===== src/rtl/bcd_pkg.sv =====
// Shared definitions for the BCD arithmetic blocks: multiplier FSM states, digit width,
// and the multiplier-digit clamp helper.
package bcd_pkg;

  localparam int unsigned BCD_DIGIT_W = 4;
  localparam logic [BCD_DIGIT_W-1:0] BCD_MAX_DIGIT = 4'd9;

  typedef enum logic [1:0] {
    StIdle,
    StShift,
    StAdd,
    StDone
  } bcd_mul_state_e;

  // Non-decimal multiplier digits (A-F) are treated as 9.
  function automatic logic [BCD_DIGIT_W-1:0] bcd_clamp(input logic [BCD_DIGIT_W-1:0] d);
    return (d > BCD_MAX_DIGIT) ? BCD_MAX_DIGIT : d;
  endfunction

endpackage


===== src/rtl/bcd_adder.sv =====
// Combinational ripple-carry packed-BCD adder over NUM_DIGITS digits with carry in/out.
module bcd_adder
  import bcd_pkg::*;
#(
  parameter int unsigned NUM_DIGITS = 8
) (
  input  logic [NUM_DIGITS*BCD_DIGIT_W-1:0] i_a,
  input  logic [NUM_DIGITS*BCD_DIGIT_W-1:0] i_b,
  input  logic                              i_carry,
  output logic [NUM_DIGITS*BCD_DIGIT_W-1:0] o_sum,
  output logic                              o_carry
);

  logic [BCD_DIGIT_W:0] digit_sum;
  logic                 c;

  always_comb begin
    o_sum     = '0;
    digit_sum = '0;
    c         = i_carry;
    for (int i = 0; i < int'(NUM_DIGITS); i++) begin
      digit_sum = {1'b0, i_a[i*BCD_DIGIT_W +: BCD_DIGIT_W]}
                + {1'b0, i_b[i*BCD_DIGIT_W +: BCD_DIGIT_W]}
                + {{BCD_DIGIT_W{1'b0}}, c};
      // Decimal correction: skip the six unused binary codes.
      if (digit_sum > 5'd9) begin
        digit_sum = digit_sum + 5'd6;
        c         = 1'b1;
      end else begin
        c         = 1'b0;
      end
      o_sum[i*BCD_DIGIT_W +: BCD_DIGIT_W] = digit_sum[BCD_DIGIT_W-1:0];
    end
    o_carry = c;
  end

endmodule


===== src/rtl/bcd_multiplier.sv =====
// Digit-serial shift-and-add packed-BCD multiplier, N x N -> 2N digits, start/done handshake.
// Define BCD_MUL_EARLY_EXIT_EN to spend only d add slots per multiplier digit d.
module bcd_multiplier
  import bcd_pkg::*;
#(
  parameter int unsigned NUM_DIGITS = 4
) (
  input  logic                                i_clk,
  input  logic                                i_rst_n,
  input  logic                                i_start,
  input  logic [NUM_DIGITS*BCD_DIGIT_W-1:0]   i_num_a,
  input  logic [NUM_DIGITS*BCD_DIGIT_W-1:0]   i_num_b,
  output logic                                o_busy,
  output logic                                o_done,
  output logic [2*NUM_DIGITS*BCD_DIGIT_W-1:0] o_product,
  output logic                                o_overflow
);

  localparam int unsigned OpW  = NUM_DIGITS * BCD_DIGIT_W;
  localparam int unsigned AccW = 2 * OpW;
  localparam int unsigned KW   = (NUM_DIGITS > 1) ? $clog2(NUM_DIGITS) : 1;

  bcd_mul_state_e         state_q;
  logic [OpW-1:0]         a_q, b_q;
  logic [AccW-1:0]        acc_q;
  logic [KW-1:0]          k_q;
  logic [BCD_DIGIT_W-1:0] cnt_q, d_q;

  logic [AccW-1:0]        acc_sum, acc_shift, acc_next;
  logic [BCD_DIGIT_W-1:0] digit_sel;
  logic                   add_last;
  logic                   add_carry_unused;

  bcd_adder #(
    .NUM_DIGITS(2 * NUM_DIGITS)
  ) u_adder (
    .i_a    (acc_q),
    .i_b    ({{OpW{1'b0}}, a_q}),
    .i_carry(1'b0),
    .o_sum  (acc_sum),
    .o_carry(add_carry_unused)
  );

  assign digit_sel = bcd_clamp(b_q[k_q*BCD_DIGIT_W +: BCD_DIGIT_W]);
  assign acc_shift = {acc_q[AccW-BCD_DIGIT_W-1:0], {BCD_DIGIT_W{1'b0}}};
  assign acc_next  = (cnt_q < d_q) ? acc_sum : acc_q;
`ifdef BCD_MUL_EARLY_EXIT_EN
  assign add_last  = (cnt_q == d_q - 4'd1);
`else
  assign add_last  = (cnt_q == BCD_MAX_DIGIT - 4'd1);
`endif

  always_ff @(posedge i_clk or negedge i_rst_n) begin
    if (!i_rst_n) begin
      state_q    <= StIdle;
      a_q        <= '0;
      b_q        <= '0;
      acc_q      <= '0;
      k_q        <= '0;
      cnt_q      <= '0;
      d_q        <= '0;
      o_busy     <= 1'b0;
      o_done     <= 1'b0;
      o_product  <= '0;
      o_overflow <= 1'b0;
    end else begin
      unique case (state_q)
        StIdle: begin
          if (i_start) begin
            a_q     <= i_num_a;
            b_q     <= i_num_b;
            acc_q   <= '0;
            k_q     <= KW'(NUM_DIGITS - 1);
            o_busy  <= 1'b1;
            state_q <= StShift;
          end
        end
        StShift: begin
          acc_q   <= acc_shift;
          cnt_q   <= '0;
          d_q     <= digit_sel;
          state_q <= StAdd;
`ifdef BCD_MUL_EARLY_EXIT_EN
          if (digit_sel == '0) begin
            if (k_q == '0) begin
              o_product  <= acc_shift;
              o_overflow <= |acc_shift[AccW-1:OpW];
              o_done     <= 1'b1;
              state_q    <= StDone;
            end else begin
              k_q     <= k_q - 1'b1;
              state_q <= StShift;
            end
          end
`endif
        end
        StAdd: begin
          acc_q <= acc_next;
          cnt_q <= cnt_q + 4'd1;
          if (add_last) begin
            if (k_q == '0) begin
              // Register the result on entry so it is valid in the DONE cycle.
              o_product  <= acc_next;
              o_overflow <= |acc_next[AccW-1:OpW];
              o_done     <= 1'b1;
              state_q    <= StDone;
            end else begin
              k_q     <= k_q - 1'b1;
              state_q <= StShift;
            end
          end
        end
        StDone: begin
          o_done  <= 1'b0;
          o_busy  <= 1'b0;
          state_q <= StIdle;
        end
        default: state_q <= StIdle;
      endcase
    end
  end

endmodule


===== config.mk =====
export PLATFORM = sky130hd
export DESIGN_NAME = bcd_multiplier
export DESIGN_NICKNAME = d
export VERILOG_FILES = /design/src/rtl/bcd_pkg.sv /design/src/rtl/bcd_adder.sv /design/src/rtl/bcd_multiplier.sv
export SDC_FILE = /design/constraint.sdc
export NUM_CORES = 1
export LEC_CHECK = 0
export CORE_ASPECT_RATIO = 0.9
export CORE_UTILIZATION = 25
export CTS_CLUSTER_DIAMETER = 200
export DETAILED_ROUTE_END_ITERATION = 8
export PLACE_DENSITY = 0.43
export SYNTH_ARGS = -nofsm -noshare
export SYNTH_HDL_FRONTEND = slang
export SYNTH_HIERARCHICAL = 1
export SYNTH_SLANG_ARGS = --single-unit

===== constraint.sdc =====
create_clock -name i_clk -period 18.46 [get_ports i_clk]
set_input_delay 4.615 -clock i_clk [delete_from_list [all_inputs] [get_ports i_clk]]
set_output_delay 4.615 -clock i_clk [all_outputs]
set_load 0.01 [all_outputs]

* Yosys cells after proc, flatten, opt, wreduce, memory -nomap -nowiden
Index checks and enable logic that the tools add are counted.
Word-level totals: register bits after elaboration 111, input port bits 35, bits in latches 0, memories kept 0, ROM bits 0, memory bits (writable) 0
Operators by class: $add $sub $neg 21, equality and inequality tests 8, reductions and logical operators 15, multipliers 0, muxes and demuxes 33, order comparisons 10, bitwise logic cells 0, shift operators 1, divide/modulo/power cells 0
Operators with widths (number):
- $pmux W32 S3 | 1
- $mux W32 | 2
- $gt A5 B4 Y1 const B | 8
- $mux W4 | 9
- $add A4 B3 Y4 const B | 8
- $add A4 B1 Y5 | 4
- $add A4 B4 Y5 | 4
- $reduce_or A16 Y1 | 1
- $shiftx A16 B5 Y4 | 1
- $add A5 B1 Y5 | 3
- $mux W2 | 6
- $mux W1 | 10
- $ne A2 B2 Y1 const B | 4
- $pmux W2 S4 | 1
- $pmux W4 S2 | 1
- $reduce_and A2 Y1 | 4
- $reduce_bool A2 Y1 | 4
- $reduce_and A3 Y1 | 2
- $add A4 B1 Y4 const B | 1
- $eq A2 B2 Y1 const B | 2
- $eq A4 B4 Y1 const B | 1
- $gt A4 B4 Y1 const B | 1
- $logic_not A2 Y1 | 2
- $lt A4 B4 Y1 | 1
- 6 further kinds | 7

* Longest topological paths before layout
depth in word-level cells 26, gate-level depth with buffers 66, depth with buffers taken out 66

* Modules after synthesis
The synthesis kept the hierarchy.
Modules (own cells, without submodules):
- bcd_multiplier | times used 1, area each 5165.0 µm², cells each 464
- bcd_adder | times used 1, area each 1896.8 µm², cells each 225

* Worst setup path before layout
OpenSTA, ideal clock, no wires.
path kind reg-to-reg, from register acc_q[0], to register o_overflow, path slack 4.305 ns, stages on the path, launching flop included 67, required time 18.335 ns, path buffers 0, period minus slack after synthesis 14.155 ns, arrival time 14.031 ns, library setup time 0.125 ns, cells stage by stage dfrtp_1 > fa_1 > fa_1 > xnor2_1 > ha_1 > a21boi_0 > o41a_1 > fa_1 > inv_1 > fa_1 > xnor2_1 > ha_1 > nand2b_1 > a22o_1 > o31a_1 > fa_1 > inv_1 > fa_1 > [31 not listed] > fa_1 > inv_1 > ha_1 > nand2b_1 > a22o_1 > o31a_1 > fa_1 > inv_1 > fa_1 > xnor2_1 > ha_1 > a31o_1 > o31a_1 > xnor2_1 > nor4_1 > nand4_1 > a21oi_1 > o31ai_1
On the way: word-level cells in the longest chain between the ends 26, elaborated cells on any way between the ends 33, those cells by class add/sub: 12; order compare: 8; mux: 12; reduce/logical: 1
RTL lines:
- start: declaration | line bcd_multiplier.sv:25 | logic [AccW-1:0] acc_q;
- start signal: assignment | line bcd_multiplier.sv:79 | acc_q <= acc_shift;
- start signal: assignment | line bcd_multiplier.sv:98 | acc_q <= acc_next;
- $add A4 B4 Y5 * | line bcd_adder.sv:23 | + {1'b0, i_b[i*BCD_DIGIT_W +: BCD_DIGIT_W]}
- $gt A5 B4 Y1 * | line bcd_adder.sv:26 | if (digit_sum > 5'd9) begin
- $mux W1 * | line bcd_adder.sv:26
- $add A5 B1 Y5 * | line bcd_adder.sv:24 | + {{BCD_DIGIT_W{1'b0}}, c};
- $gt A5 B4 Y1 * | line bcd_adder.sv:26
- $mux W1 * | line bcd_adder.sv:26
- $add A5 B1 Y5 * | line bcd_adder.sv:24
- $gt A5 B4 Y1 * | line bcd_adder.sv:26
- [11 not listed]
- $gt A5 B4 Y1 * | line bcd_adder.sv:26
- $mux W1 * | line bcd_adder.sv:26
- $add A4 B1 Y5 * | line bcd_adder.sv:24
- $add A4 B3 Y4 / $gt A5 B4 Y1 (equally long branches) | line bcd_adder.sv:27, bcd_adder.sv:26
- $mux W4 * | line bcd_adder.sv:26
- net acc_sum[29] | line bcd_multiplier.sv:29 | logic [AccW-1:0] acc_sum, acc_shift, acc_next;
- $mux W32 * | line bcd_multiplier.sv:46 | assign acc_next = (cnt_q < d_q) ? acc_sum : acc_q;
- $reduce_or A16 Y1 * | line bcd_multiplier.sv:104 | o_overflow <= |acc_next[AccW-1:OpW];
- end signal: assignment | line bcd_multiplier.sv:104
- end: declaration | line bcd_multiplier.sv:16 | output logic o_overflow
The timed path passes the listed nets; every way through them passes the cells marked *. A chain may end at the register's enable or synchronous reset.

* Final worst setup path
Same ends and word-level chain as after synthesis.

==> qor.csv <==
metric,value,unit
crit_path_start,acc_q[0],
cts_root_buf,clkbuf_16,
cts.sinks,111,
dp_cells,1106,
drt_first_pass_iters,6,
crit_path_top_delay_cell,fa_1,
fin_tns_setup,0,ps
yosysWarningCount,6,
numCtsBuffers,9,
synthCells,688,
io_pins,70,
die_x,179,um
final_hold_viol_count,0,
wl_per_cell,16.8,um
ctsResizeCount,0,
clockBufferDepth,2,
hp-class,flip-flop to flip-flop,
fin_crit_sh,0.822,
grt_use_total,0.138,
crit_path_end,o_overflow,
final_cells,1122,
max_freq,0.0659,GHz
multi_input_area,0.00403,mm2
fill_cells,2930,
cp_top_family,adder cells,
seqCellArea,0.00278,mm2
portBuffers,69,
design.core.area,0.0274,mm2
clock_skew,11.1,ps
startpoint_type,flip-flop,
synthesis.area,0.00706,mm2
required,18710,ps
r2r_slack,3290,ps
r2r-end,o_overflow,
slew_headroom,0.302,
viasPerCell,4.85,
htreeDepth,3,
wirelength,18.8,mm
grt_max_degree,63,
vias,5440,
tightest_slew,1040,ps
crit_path_max_fanout,5,
grtUsageMet1,0.191,
holdWs,507,ps
diodes,0,
antenna_left,0,
status,"complete, but fails checks",
drt_iter0_markers,308,
syn_area_per_cell,10.3,um2
postCtsSetupBuffers,0,
postLayoutCoreUtil,0.309,
crit_arrival,15420,ps
use_met2,0.221,
rsz0062_at_grt,no,
grt_busiest_layer,met2,
violations,DRC,
hold_buffers,0,
crit_cells,66,
final_nets,864,
rows,57,
path_buf_inv,12,
reg2regPathDepth,66,
grt_pass1_wl,31.2,mm
fin_crit,15170,ps
cp_common_cell,fa_1,
drc,6,
maxCapViolCount,0,
clk_latency,370,ps
cts_tree,done,
dpl.hpwl,13.0,mm
area_growth,20.0,%
die_area,0.0289,mm2
drive_gt1_frac,0.0938,
slew_viol_final,0,
die_h,161,um
antenna_found_initial,0,
initial_utilization,0.258,
crit_path_end_kind,flip-flop,
setup_violations,0,
worstReg2RegStart,acc_q[0],
grt_pass1_vias,5548,
grt-ovfl-total,0,
clkTransAtPathRegs,80,ps
slowest_delay,460,ps
path_class,flip-flop to flip-flop,
met3_usage,0.0313,
routabilityCongestion,0.816,
## worst min-delay path by stage
stage	start	end	slack (ps)	cells past startpoint
after floorplan	b_q[10]	b_q[10]	470	1
after global placement	b_q[9]	b_q[9]	480	1
after detailed placement	b_q[9]	b_q[9]	490	1
after CTS	b_q[9]	b_q[9]	510	1
after global routing	b_q[6]	b_q[6]	530	1
final	b_q[9]	b_q[9]	510	1
## routing by layer
metal  vias up  part of all wire
met2        88              0.46
met4         0            0.0091
li1       2649                 -
met3        19             0.033
met1      2684              0.50
met5         -                 0
## cells in the final DEF, fill, tap and decap left out, types with 10 or more instances in the layout
cell type	count
ha_1	50
o21ai_0	40
a21boi_0	14
fa_1	16
inv_1	49
buf_4	10
a22o_1	11
conb_1	21
and2_1	28
nor2_1	47
a31oi_1	40
dfrtp_1	111
a21oi_1	23
a221o_1	28
nand2_1	11
mux2_2	33
clkdlybuf4s50_1	68
xnor2_1	16
nand3b_1	11
nand3_1	35
## final cells by class
class                      count  area share
sequential                   111       0.328
clock buffer                  10      0.0270
tap                          354      0.0523
timing repair buffer          78      0.0892
inverter                      49      0.0217
clock inverter                 6     0.00606
multi-input combinational    514       0.476
## worst register-to-register path: cells and delay by family, from the launching register on
kind            cells  cell delay [ps]
fa+ha+maj          24             7790
compound gates     18             4040
buf+inv            12             1050
xor+xnor            4             1010
simple gates        8              740
flops               1              430
## metrics by stage
stage | cell area (um2) | setup slack, ps
after global placement | 8190 | 3610
after global routing | 8470 | 2070
after floorplan | 7130 | 4320
final | 8470 | 3290
after detailed placement | 8190 | 3320
after CTS | 8470 | 3270
## state kept, by name, indices dropped and copies added (netlist names)
name / cells
cnt_q: 4
a_q: 16
state_q: 2
o_busy: 1
b_q: 16
o_done: 1
acc_q: 32
o_product: 32
k_q: 2
d_q: 4
o_overflow: 1
Power is not shown: default switching activity piles up to over one toggle a cycle in this logic, so the estimate is an artifact.
